===== src/rtl/turn_countdown_if.sv =====
// Bundle of game-FSM <-> turn countdown signals.
// Signalling: start and move_done are single-cycle request pulses. They are
// taken on the rising edge where they are high, with no acknowledge.
// load_secs only matters in a cycle where start is high. pause is a level.
// On the status side, remaining, running and dbg_state are registered levels.
// sec_tick and expired are registered one-cycle pulses.
interface turn_countdown_if #(
  parameter int SEC_W = 6
);
  logic             start;
  logic [SEC_W-1:0] load_secs;
  logic             pause;
  logic             move_done;
  logic [SEC_W-1:0] remaining;
  logic             running;
  logic             sec_tick;
  logic             expired;
  logic [1:0]       dbg_state;

  // Game FSM side: arms, pauses and cancels; watches the status.
  modport master (
    output start, load_secs, pause, move_done,
    input  remaining, running, sec_tick, expired, dbg_state
  );

  // Countdown side.
  modport slave (
    input  start, load_secs, pause, move_done,
    output remaining, running, sec_tick, expired, dbg_state
  );
endinterface


===== src/rtl/turn_countdown.sv =====
// Per-turn seconds countdown with a built-in 1 s prescaler.
// Each cycle the highest-priority event wins, in this order:
// start, then move_done, then pause, then the prescaler terminal count.
// A PAUSED cycle with pause low counts like RUN, so a held partial second
// resumes from the same point and nothing is lost.
module turn_countdown #(
  parameter int CLK_FREQ     = 50000000,
  parameter int SEC_W        = 6,
  parameter int DEFAULT_SECS = 15
) (
  input  logic clock,
  input  logic reset,
  turn_countdown_if.slave bus
);

  localparam int PW = (CLK_FREQ > 1) ? $clog2(CLK_FREQ) : 1;

  typedef enum logic [1:0] {
    S_IDLE    = 2'd0,
    S_RUN     = 2'd1,
    S_PAUSED  = 2'd2,
    S_EXPIRED = 2'd3
  } state_t;

  state_t           r_state;
  logic [SEC_W-1:0] r_remaining;
  logic [PW-1:0]    r_presc;
  logic             r_running;
  logic             r_tick;
  logic             r_expired;

  state_t           w_state_nxt;
  logic [SEC_W-1:0] w_rem_nxt;
  logic [PW-1:0]    w_presc_nxt;
  logic             w_tick_nxt;
  logic             w_exp_nxt;
  logic             w_terminal;
  logic [SEC_W-1:0] w_budget;

  assign w_terminal = (r_presc == PW'(CLK_FREQ - 1));
  assign w_budget   = (bus.load_secs == '0) ? SEC_W'(DEFAULT_SECS) : bus.load_secs;

  // Next-state and next-output decode, in event priority order.
  always_comb begin
    w_state_nxt = r_state;
    w_rem_nxt   = r_remaining;
    w_presc_nxt = r_presc;
    w_tick_nxt  = 1'b0;
    w_exp_nxt   = 1'b0;
    if (bus.start) begin
      w_rem_nxt   = w_budget;
      w_presc_nxt = '0;
      w_state_nxt = S_RUN;
    end else if (r_state == S_RUN || r_state == S_PAUSED) begin
      if (bus.move_done) begin
        // Cancel: remaining stays frozen for the display.
        w_state_nxt = S_IDLE;
      end else if (bus.pause) begin
        // Hold the prescaler; a pending terminal count waits for resume.
        w_state_nxt = S_PAUSED;
      end else begin
        w_state_nxt = S_RUN;
        if (w_terminal) begin
          w_presc_nxt = '0;
          if (r_remaining != '0) begin
            w_tick_nxt = 1'b1;
            w_rem_nxt  = r_remaining - SEC_W'(1);
            if (r_remaining == SEC_W'(1)) begin
              w_exp_nxt   = 1'b1;
              w_state_nxt = S_EXPIRED;
            end
          end
        end else begin
          w_presc_nxt = r_presc + PW'(1);
        end
      end
    end
  end

  // State and registered outputs; reset clears everything at once.
  always_ff @(posedge clock or posedge reset) begin
    if (reset) begin
      r_state     <= S_IDLE;
      r_remaining <= '0;
      r_presc     <= '0;
      r_running   <= 1'b0;
      r_tick      <= 1'b0;
      r_expired   <= 1'b0;
    end else begin
      r_state     <= w_state_nxt;
      r_remaining <= w_rem_nxt;
      r_presc     <= w_presc_nxt;
      r_running   <= (w_state_nxt == S_RUN);
      r_tick      <= w_tick_nxt;
      r_expired   <= w_exp_nxt;
    end
  end

  assign bus.remaining = r_remaining;
  assign bus.running   = r_running;
  assign bus.sec_tick  = r_tick;
  assign bus.expired   = r_expired;
  assign bus.dbg_state = r_state;

endmodule

===== src/flat_wrapper.sv =====
// flat-port wrapper written by rule: the top's interface ports become plain ports
module turn_countdown_flat 
#(
  parameter int CLK_FREQ     = 50000000,
  parameter int SEC_W        = 6,
  parameter int DEFAULT_SECS = 15
)
  (clock, reset, bus_start, bus_load_secs, bus_pause, bus_move_done, bus_remaining, bus_running, bus_sec_tick, bus_expired, bus_dbg_state);
  turn_countdown_if #(.SEC_W(SEC_W)) bus_i ();
  input  logic clock;
  input  logic reset;
  input wire logic [$bits(bus_i.start)-1:0] bus_start;
  input wire logic [$bits(bus_i.load_secs)-1:0] bus_load_secs;
  input wire logic [$bits(bus_i.pause)-1:0] bus_pause;
  input wire logic [$bits(bus_i.move_done)-1:0] bus_move_done;
  output wire logic [$bits(bus_i.remaining)-1:0] bus_remaining;
  output wire logic [$bits(bus_i.running)-1:0] bus_running;
  output wire logic [$bits(bus_i.sec_tick)-1:0] bus_sec_tick;
  output wire logic [$bits(bus_i.expired)-1:0] bus_expired;
  output wire logic [$bits(bus_i.dbg_state)-1:0] bus_dbg_state;
  assign bus_i.start = bus_start;
  assign bus_i.load_secs = bus_load_secs;
  assign bus_i.pause = bus_pause;
  assign bus_i.move_done = bus_move_done;
  assign bus_remaining = bus_i.remaining;
  assign bus_running = bus_i.running;
  assign bus_sec_tick = bus_i.sec_tick;
  assign bus_expired = bus_i.expired;
  assign bus_dbg_state = bus_i.dbg_state;
  turn_countdown #(.CLK_FREQ(CLK_FREQ), .SEC_W(SEC_W), .DEFAULT_SECS(DEFAULT_SECS)) u_core (.clock(clock), .reset(reset), .bus(bus_i));
endmodule

===== config.mk =====
export PLATFORM = sky130hd
export DESIGN_NAME = turn_countdown_flat
export DESIGN_NICKNAME = d
export VERILOG_FILES = /design/src/rtl/turn_countdown_if.sv /design/src/rtl/turn_countdown.sv /design/src/flat_wrapper.sv
export SDC_FILE = /design/constraint.sdc
export NUM_CORES = 1
export LEC_CHECK = 0
export ABC_CLOCK_PERIOD_IN_PS = 6550
export CAP_MARGIN = 0
export CORE_MARGIN = 1.5
export CORE_UTILIZATION = 61
export DETAILED_ROUTE_END_ITERATION = 10
export GPL_TIMING_DRIVEN = 0
export PLACE_DENSITY = 0.85
export SLEW_MARGIN = 40
export SYNTH_ARGS = -nofsm -noshare
export SYNTH_HDL_FRONTEND = slang
export SYNTH_SLANG_ARGS = --single-unit

===== constraint.sdc =====
create_clock -name clock -period 6.55 [get_ports clock]
set_input_delay 1.31 -clock clock [delete_from_list [all_inputs] [get_ports clock]]
set_output_delay 1.31 -clock clock [all_outputs]
set_load 0.01 [all_outputs]

==> metrics.md, run 1 <==
| Metric | Value |
|---|---|
| Minimum clock period | `3110 ps` |
| Resize count post-CTS | `0` |
| Synth Area in Simple Gates | `around a third` |
| Routed WL | `approximately 5900 um` |
| RSZ-0062 raised after global routing | `false` |
| WL per Instance | `18.1 um` |
| Worst path cell trace | `clkdlybuf4s50_1 -> nor2_1 -> nand2b_1 -> clkbuf_1 -> clkbuf_1 -> nor2_1 -> a32o_1` |
| Mapped Cells | `252` |
| Max VDD drop | `0.140 mV` |
| Initial antenna violation count | `0` |
| Clk slew on worst S/H paths | `roughly 110 ps` |
| Pwr dens | `about 170 mW/mm^2` |
| Non-Filler Instances | `326` |
| GPL Wtd Cong | `~0.95` |
| Fin crit share | `a little under half` |
| Crit path max-delay family | `buffers and inverters` |
| Port bufs | `20` |
| CP arrival | `between 3000 and 4000 ps` |
| Total GRT Usage | `32.0%` |
| Worst Hold Path EP | `u_core.r_presc[6]$_DFFE_PP0P_` |
| Worst EP required | `roughly 6800 ps` |
| Startpoint types | `primary input` |
| Area grow syn2layout | `14.8%` |
| Reg-to-reg startpoint | `u_core.bus.dbg_state[1]$_DFF_PP0_` |
| HP Start | `u_core.r_presc[6]$_DFFE_PP0P_` |
| CTS tree | `built` |
| Highest Clock Rate | `322 MHz` |
| # H-tree levels | `2` |
| Number of global-route vias before repair | `2094` |
| EDFF count, synth | `0` |
| Chip height | `approximately 63 um` |
| Die area | `roughly 0.004 sq mm` |
| Maximum fanout along the worst path | `10` |
| Antenna-violating nets left | `0` |
| Final instance area | `~0.0026 sq mm` |
| Most frequent cells in the layout | `dfrtp_1 (37), nor2_1 (21), nand2_1 (21), clkdlybuf4s50_1 (20), nor3_1 (18)` |
| Post-synthesis compound-gate area fraction | `approximately 16%` |
| Worst slew margin | `a little under three fifths` |
| Hold buffer count at cts | `0` |
| Vias | `approximately 2100` |
| Dpl cell area | `roughly 0.0025 sq mm` |
| Initial DRC count | `~360` |
| CTS Buffer Depth | `2` |
| Share of synthesized flip-flops with an asynchronous set or reset | `100%` |
| Hold_ws | `~580 ps` |
| I/O pin count | `22` |
| Final count of pins violating max slew | `0` |
| Slowest CP cell | `clkdlybuf4s50_1` |
| Syn Std Cell Area | `about 0.0022 sq mm` |
| Reg2Reg Capture Point | `u_core.r_presc[24]$_DFFE_PP0P_` |
| Leak | `~0.00094 uW` |
| Main combinational cell family by area after synthesis | `simple AND/OR/NAND/NOR gates` |
| DP HPWL | `about 4100 um` |
| FILL cells | `roughly 260` |
| Pre-Repair DR Iteration Count | `5` |
| FF+latch area | `926 sq um` |
| Hold Fails Final Rpt | `0` |
| Row cnt | `21` |
| Crit path kind | `primary input to flip-flop` |
| Final clock skew | `6.50 ps` |
| Unique masters post-synth | `48` |
| Power Total | `between 400 and 500 uW` |
| Worst path depth | `7` |
| Synth Net Count | `~270` |
| Initial Util | `between 60% and 70%` |
| Largest net degree at the start of global routing | `38` |
| Worst path bufs/invs | `3` |
| Mux share of post-synthesis cell area | `less than 1%` |
| Status | `finished clean` |
| Max stage delay on crit path | `~500 ps` |
| FF+latch count, synth | `37` |
| DR vias/cell | `between 6 and 7` |
| R2r worst-path depth | `6` |
| Syn Area/Cell | `~9 sq um` |
| Worst Hold Class | `flip-flop to flip-flop` |
| # Max-Cap Violations | `0` |
| Final setup viols | `0` |
| Post-route DRC | `0` |
| ANT cells | `0` |
| Die W | `about 63 um` |
| Fin nets | `293` |
| Hold Path Stages | `2` |
| Fraction of layout cells with a size suffix above 1 | `6.43%` |
| Number of setup buffers added after CTS | `0` |
| Setup_tns | `0 ps` |
| First-pass GRT wire length | `between 10000 and 15000 um` |
| Grt ovf | `0` |
| Synth Area in XOR/XNOR | `slightly above 5%` |
| FF-to-FF setup slack | `between 4000 and 5000 ps` |
| Ys flop type | `dfrtp_1` |
| Adder-cell area share of the yosys netlist | `1.69%` |
| Most common cell after layout, fill and taps aside | `dfrtp_1` |
| Core area | `0.00342 sq mm` |
| Multi-input gate area | `0.00121 sq mm` |
| Worst-Margin Slew | `~650 ps` |
| Clock Sinks | `37` |
| Dpl cells | `318` |
| Clk_lat worst skew | `around 350 ps` |
| Post-synthesis sequential area ratio | `about two fifths` |
| Warnings from Yosys | `0` |
| Num CTS Buffers | `5` |
| CP endpoint kind | `flip-flop` |
| Clock Root Buffer | `clkbuf_4` |
==> area by class of cell <==
cell class                      instances  share of cell area [%]
Buffer                                 14                    2.21
Timing Repair Buffer                   20                    7.84
Sequential cell                        37                    36.3
Clock inverter                          1                   0.196
Multi-Input combinational cell        193                    47.5
Clock buffer                            7                    2.55
Tap cell                               46                    2.25
Inverter                                8                    1.23
==> through the flow <==
stage / setup WS [ps] / util, %
finish: 3440 / 74.7
floorplan: 3970 / -
detailed placement: 3110 / 72.6
global placement: 3130 / 72.6
global route: 3290 / 74.7
CTS: 3480 / 74.7
==> routing by layer <==
layer  global-route usage (%)  part of all wire [%]  wire length [um]  up-vias
li1                         -                     -                 -     1010
met1                     43.8                    43              2560     1009
met2                     51.3                    46              2690      109
met3                     6.96                   9.5               561       12
met4                     9.24                   1.5                86        0
met5                        0                     0                 0        -
==> cells in the mapped netlist, drive strengths merged (2+ instances only) <==
cell	instances	area [sq um]
nand2b	2	12.5
a21o	3	22.5
nor2	21	78.8
o32ai	3	26.3
a31oi	2	12.5
and4	3	26.3
and3	6	37.5
nor3	18	90.1
ha	3	37.5
or2	2	12.5
xor2	8	70.1
a21oi	9	45.0
xnor2	5	43.8
or3	2	12.5
or4	4	33.8
o21ai	9	45.0
nand4	11	68.8
clkbuf	11	41.3
a32o	10	100
buf	3	15.0
o31a	2	17.5
nor4	15	109
inv	7	26.3
dfrtp	37	926
nand3	17	90.1
nand2	21	78.8
==> worst max path at each step <==
stage | from | endpoint | slack, ps
floorplan | bus_start | u_core.r_presc[19]$_DFFE_PP0P_ | 3970
global placement | bus_move_done | u_core.r_presc[9]$_DFFE_PP0P_ | 3130
detailed placement | bus_move_done | u_core.r_presc[24]$_DFFE_PP0P_ | 3110
CTS | bus_move_done | u_core.r_presc[24]$_DFFE_PP0P_ | 3480
global route | bus_move_done | u_core.r_presc[24]$_DFFE_PP0P_ | 3290
finish | bus_move_done | u_core.r_presc[24]$_DFFE_PP0P_ | 3440
==> cell families (layout without fill, tap and decap cells) <==
group,count (synthesis),count (layout)
xor+xnor,13,13
compound gates,47,47
simple gates,129,129
flops,37,37
buf+inv,22,50
mux,1,1
fa+ha+maj,3,3
==> worst reg2reg max path: stages (launching register included) <==
cell,delay (ps)
dfrtp_1,440
xnor2_1,340
nand2b_1,160
clkbuf_1,380
clkbuf_1,450
nor2_1,290
a32o_1,290
==> power breakdown <==
part / switching, uW / internal, uW / total (uW)
clock: 76.7 / 62.2 / 139
sequential: 7.01 / 234 / 241
combinational: 33.9 / 24.4 / 58.3
==> state kept, by name, indices dropped and copies added, names as in the netlist <==
signal	count
u_core.bus.remaining	6
u_core.bus.sec_tick	1
u_core.bus.running	1
u_core.r_presc	26
u_core.bus.dbg_state	2
u_core.bus.expired	1
No activity file was read; power rests on OpenSTA's default activity.
==> run 2: changes to the inputs <==
--- a/config.mk
+++ b/config.mk
@@ -5,13 +5,13 @@
 export SDC_FILE = /design/constraint.sdc
 export NUM_CORES = 1
 export LEC_CHECK = 0
-export ABC_CLOCK_PERIOD_IN_PS = 6550
+export ABC_CLOCK_PERIOD_IN_PS = 2600
 export CAP_MARGIN = 0
 export CORE_MARGIN = 1.5
-export CORE_UTILIZATION = 61
+export CORE_UTILIZATION = 51
 export DETAILED_ROUTE_END_ITERATION = 10
 export GPL_TIMING_DRIVEN = 0
-export PLACE_DENSITY = 0.85
+export PLACE_DENSITY = 0.75
 export SLEW_MARGIN = 40
 export SYNTH_ARGS = -nofsm -noshare
 export SYNTH_HDL_FRONTEND = slang
==> constraint.sdc (replaced) <==
create_clock -name clock -period 2.6 [get_ports clock]
set_input_delay 0.52 -clock clock [delete_from_list [all_inputs] [get_ports clock]]
set_output_delay 0.52 -clock clock [all_outputs]
set_load 0.01 [all_outputs]
==> run 2 against run 1 <==
Core utilization shrank 11 points; clock power grew to 2.8 times the previous value; power grew to 2.6 times the previous value; register-to-register slack lost 4000 ps; setup slack lost 3400 ps; global-route usage shrank 7.7 points; design area grew 1.4%; critical path depth shrank 1; combinational power grew to 2.6 times the previous value; first-iteration DRC count shrank 47%; sequential share of layout area shrank 0.51 points; clock-buffer cell count shrank 1.
==> metrics.md, run 2 (same netlist as run 1, synthesis figures left out) <==
| Metric | Value |
|---|---|
| Status | `finished clean` |
| Max VDD drop | `approximately 0.33 mV` |
| Most frequent cells in the layout | `dfrtp_1 (37), nor2_1 (21), nand2_1 (21), clkdlybuf4s50_1 (20), nor3_1 (18)` |
| First-pass GRT wire length | `approximately 9400 um` |
| GRT met2 Usage | `36.1%` |
| ANT cells | `0` |
| Core area | `0.00409 sq mm` |
| Chip height | `69.0 um` |
| Initial Util | `a little over half` |
| Worst slew margin | `a little over 50%` |
| Fin nets | `roughly 290` |
| Hold_ws | `479 ps` |
| Total GRT Usage | `24.4%` |
| Post-route DRC | `0` |
| DP HPWL | `a little over 4000 um` |
| Final clock skew | `5.56 ps` |
| Initial DRC count | `188` |
| Clk slew on worst S/H paths | `80 ps` |
| CTS Buffer Depth | `2` |
| Final count of pins violating max slew | `0` |
| Grt ovf | `0` |
| Number of setup buffers added after CTS | `0` |
| Routed WL | `between 5000 and 6000 um` |
| Initial antenna violation count | `0` |
| Biggest register | `u_core.r_presc` |
| FILL cells | `349` |
| Setup_tns | `0 ps` |
| Met1 usage | `roughly a third` |
| Worst-Margin Slew | `around 740 ps` |
| Startpoint types | `flip-flop` |
| Worst Hold Class | `primary input to asynchronous set/reset pin` |
| WL per Instance | `~17 um` |
| Port bufs | `20` |
| Crit path kind | `flip-flop to flip-flop` |
| GPL Wtd Cong | `0.918` |
| RSZ-0062 raised after global routing | `false` |
| Clock Sinks | `37` |
| CP arrival | `2720 ps` |
| Vias | `about 2100` |
| Highest Clock Rate | `about 390 MHz` |
| # H-tree levels | `2` |
| Clk_lat worst skew | `roughly 290 ps` |
| Row cnt | `23` |
| Multi-input gate area | `0.00121 sq mm` |
| Fin crit share | `between 90% and 100%` |
| Die W | `69.0 um` |
| Leak | `around 0.00095 uW` |
| Clock Root Buffer | `clkbuf_8` |
| Number of global-route vias before repair | `1963` |
| Largest net degree at the start of global routing | `26` |
| Area grow syn2layout | `16.4%` |
| Hold buffer count at cts | `0` |
| Minimum clock period | `~2500 ps` |
| Final setup viols | `0` |
| Dpl cell area | `0.00251 sq mm` |
| Fraction of layout cells with a size suffix above 1 | `6.41%` |
| CTS tree | `built` |
| Pwr dens | `around 440 mW/mm^2` |
| Num CTS Buffers | `5` |
| # Max-Cap Violations | `0` |
| Hold Fails Final Rpt | `0` |
| Die area | `around 0.0048 sq mm` |
| Final instance area | `0.00259 sq mm` |
| Worst EP required | `~2800 ps` |
| Dpl cells | `about 320` |
| Non-Filler Instances | `331` |
| Resize count post-CTS | `0` |
| Most common cell after layout, fill and taps aside | `dfrtp_1` |
| Pre-Repair DR Iteration Count | `5` |
| Met3 Use GR | `under 10%` |
| DR vias/cell | `around 6.4` |
| CP endpoint kind | `flip-flop` |
| Gr busiest metal | `met2` |
| I/O pin count | `22` |
| Antenna-violating nets left | `0` |
| FF+latch area | `~930 sq um` |
| Maximum fanout along the worst path | `10` |
| Max reg flops | `26` |
==> run 2: path summary, 6_finish.rpt <==
kind | startpoint | end | slack, ps | cells after the start
max | u_core.bus.dbg_state[1]$_DFF_PP0_ | u_core.r_presc[24]$_DFFE_PP0P_ | 60 | 6
min | reset | u_core.bus.dbg_state[1]$_DFF_PP0_ | 480 | 2
max reg2reg | u_core.bus.dbg_state[1]$_DFF_PP0_ | u_core.r_presc[24]$_DFFE_PP0P_ | 60 | 6
min reg2reg | u_core.bus.remaining[5]$_DFFE_PP0P_ | u_core.bus.remaining[5]$_DFFE_PP0P_ | 580 | 2
max in group asynchronous | reset | u_core.r_presc[17]$_DFFE_PP0P_ | 1690 | 3
min in group clock | u_core.bus.remaining[5]$_DFFE_PP0P_ | u_core.bus.remaining[5]$_DFFE_PP0P_ | 580 | 2
==> run 2: area by class of cell <==
type / instances / share of cell area (%)
clock inverter: 2 / 0.387
inverter: 8 / 1.16
buffer: 14 / 2.17
multi-input combinational: 193 / 46.8
sequential: 37 / 35.8
tap: 50 / 2.42
clock buffer: 6 / 2.80
timing repair buffer: 21 / 8.51
==> run 2: where the power goes <==
part           leakage [uW]  internal [uW]  switching, uW
sequential         0.000494            589           17.3
clock             0.0000450            186            209
combinational      0.000411           64.1           85.4
==> run 2: per-stage QoR <==
stage / power, uW / setup slack [ps] / utilization [%]
finish: 1150 / 64.8 / 63.3
CTS: 1150 / 165 / 63.3
global placement: 761 / -56.7 / 60.8
detailed placement: 765 / -97.0 / 61.3
global route: 1190 / 10.7 / 63.3
floorplan: 694 / 441 / -
==> run 2: routing by layer <==
| layer | share of wire (%) | vias up | wire length, um |
|---|---|---|---|
| li1 | - | 1010 | - |
| met1 | 47 | 1019 | 2720 |
| met2 | 44 | 90 | 2550 |
| met3 | 6.7 | 15 | 385 |
| met4 | 2.2 | 0 | 128 |
| met5 | 0 | - | 0 |
==> run 2: critical path, cell delays in order (launching register included) <==
cell,delay (ps)
dfrtp_1,440
xnor2_1,350
nand2b_1,160
clkbuf_1,350
clkbuf_1,490
nor2_1,330
a32o_1,300
==> patch (flow settings as in run 2) <==
`CLK_FREQ` is set to 50000000 in 2 places; all go to 200000000.
--- a/src/rtl/turn_countdown.sv
+++ b/src/rtl/turn_countdown.sv
@@ -4,7 +4,7 @@
 // A PAUSED cycle with pause low counts like RUN, so a held partial second
 // resumes from the same point and nothing is lost.
 module turn_countdown #(
-  parameter int CLK_FREQ     = 50000000,
+  parameter int CLK_FREQ     = 200000000,
   parameter int SEC_W        = 6,
   parameter int DEFAULT_SECS = 15
 ) (
--- a/src/flat_wrapper.sv
+++ b/src/flat_wrapper.sv
@@ -1,7 +1,7 @@
 // flat-port wrapper written by rule: the top's interface ports become plain ports
 module turn_countdown_flat 
 #(
-  parameter int CLK_FREQ     = 50000000,
+  parameter int CLK_FREQ     = 200000000,
   parameter int SEC_W        = 6,
   parameter int DEFAULT_SECS = 15
 )
Formal check against the unedited RTL: no difference found for any inputs over 10 cycles, from zero or initial values and one cycle with reset high; that may be too few to reach the edited logic, so the function may still have changed.
==> patch against run 2 <==
- critical path depth shrank 1
- area after synthesis is 0.45% lower
- hold slack gained 35 ps
- routed wire length decreased by 16%
- sequential cell count up 2
- power is 4.3% higher
- final cell count fell by 2.7%
- design area is 1.2% higher
- non-clock buffer count shrank 3
- synthesized cell count is 4.8% lower
- setup slack improved by 37 ps
- first-iteration DRC count decreased by 25%
- critical endpoint is now u_core.bus.remaining[1]$_DFFE_PP0P_
- largest cell class unchanged
==> patch: results (changes against run 2) <==
- Outcome: complete, no violations
- Commonest non-fill, non-tap cell in the layout: nor2_1
- Slowest stage cell on the critical path: or4_4
- DR vias/cell: 5.70 (-12%)
- Layout cells sized above 1: 11.0% (+4.6 points)
- Worst-path maximum fanout: 6 (-4)
- Pre-Repair DR Iteration Count: 4 (-1)
- Clk pwr: 415 uW (+5.1%)
- Clock Skew: 4.45 ps (-1.11 ps)
- WL per Instance: 15.1 um (-14%)
- Post-synth cell types: 49 (+2.1%)
- Mean area per synthesized cell: 9.22 um^2 (+4.5%)
- CP peak stage delay: 610 ps (+120 ps)
- Cts repair resizes: 0 (unchanged)
- Final nets: 285 (-3.1%)
- Post-Route WL: 4.86 mm (-16%)
- Syn Nets: 254 (-4.5%)
- Largest cells by area after synthesis: dfrtp_1 44%, xnor2_1 9.5%, nor2_1 6.3%
- Synth cell count leaders: 39 x dfrtp_1, 37 x nor2_1, 24 x xnor2_1, 18 x nand2_1
- Placed cell count: 311 (-3.7%)
- Worst setup margin: 102 ps (+36.8 ps)
- Filler Cell Count: 353 (+1.1%)
- WHS: 514 ps (+35.4 ps)
- GRT Overall Usage: 22.8% (-1.5 points)
- Largest vdd supply drop: 0.355 mV (+8.6%)
- Fin. Hold Viols: 0 (unchanged)
- Max FFs per register: 28 (+7.7%)
- Number of global-route vias before repair: 1705 (-13%)
- Dpl ws: -5.73 ps (+91.3 ps)
- 1st-iter DRT viols: 141 (-25%)
- CP top delay family: simple AND/OR/NAND/NOR gates
- Post-DP Area: 2500 um^2 (about the same)
- Pin count of the biggest net entering global routing: 24 (-7.7%)
- WP data arrival: 2730 ps (about the same)
- Placer's final routability congestion estimate: 0.853 (-7.0%)
- Slew @ Worst Pin: 720 ps (-20.1 ps)
- Comb group: 145 uW (-3%)
- First-pass GRT wire length: 7.89 mm (-16%)
- Sw frac: 27.0% (-0.049 points)
- Most flop-heavy register: u_core.r_presc
- Sequential fraction of the synthesis area: 44.1% (+2.4 points)
- Detail Placement HPWL: 3.55 mm (-13%)
- Lkg Pwr: 0.00102 uW (+7.3%)
- TritonCTS Buffers: 5 (unchanged)
- Pint: 876 uW (+4.4%)
- Clk Latency, worst-skew pair: 300 ps
patch: layer usage:
layer / up-vias / routed length, um / track usage [%]
li1: 919 / - / -
met1: 889 / 2250 / 30.4
met2: 25 / 2380 / 36.5
met3: 4 / 175 / 4.87
met4: 0 / 54 / 8.58
met5: - / 0 / 0
patch: final timing paths:
| kind | startpoint | depth (start not counted) | endpoint |
|---|---|---|---|
| worst max-delay path | u_core.r_presc[20]$_DFFE_PP0P_ | 5 | u_core.bus.remaining[1]$_DFFE_PP0P_ |
| worst min register to register | u_core.r_presc[27]$_DFFE_PP0P_ | 1 | u_core.r_presc[27]$_DFFE_PP0P_ |
| min in group clock | bus_start | 3 | u_core.bus.remaining[4]$_DFFE_PP0P_ |
| worst min-delay path | reset | 2 | u_core.r_presc[0]$_DFFE_PP0P_ |
| max in group asynchronous | reset | 3 | u_core.r_presc[18]$_DFFE_PP0P_ |
| worst max register to register | u_core.r_presc[20]$_DFFE_PP0P_ | 5 | u_core.bus.remaining[1]$_DFFE_PP0P_ |
patch: layout make-up:
| class | instances | area, um^2 | share of cell area, % |
|---|---|---|---|
| Buffer | 8 | 46.3 | 1.77 |
| Multi-Input combinational cell | 185 | 1160 | 44.3 |
| Tap cell | 50 | 62.6 | 2.39 |
| Sequential cell | 39 | 980 | 37.4 |
| Clock inverter | 3 | 20.0 | 0.764 |
| Inverter | 8 | 30.0 | 1.15 |
| Timing Repair Buffer | 24 | 250 | 9.56 |
| Clock buffer | 5 | 68.8 | 2.63 |
patch: cell families after synthesis:
| group | synth area share (%) |
|---|---|
| buffers and inverters | 3.45 |
| muxes | 0.961 |
| AOI/OAI and AO/OA | 7.97 |
| and+or+nand+nor | 31.9 |
| xor gates and xnor gates | 9.89 |
| adders and majority gates | 1.70 |
| DFF | 44.1 |
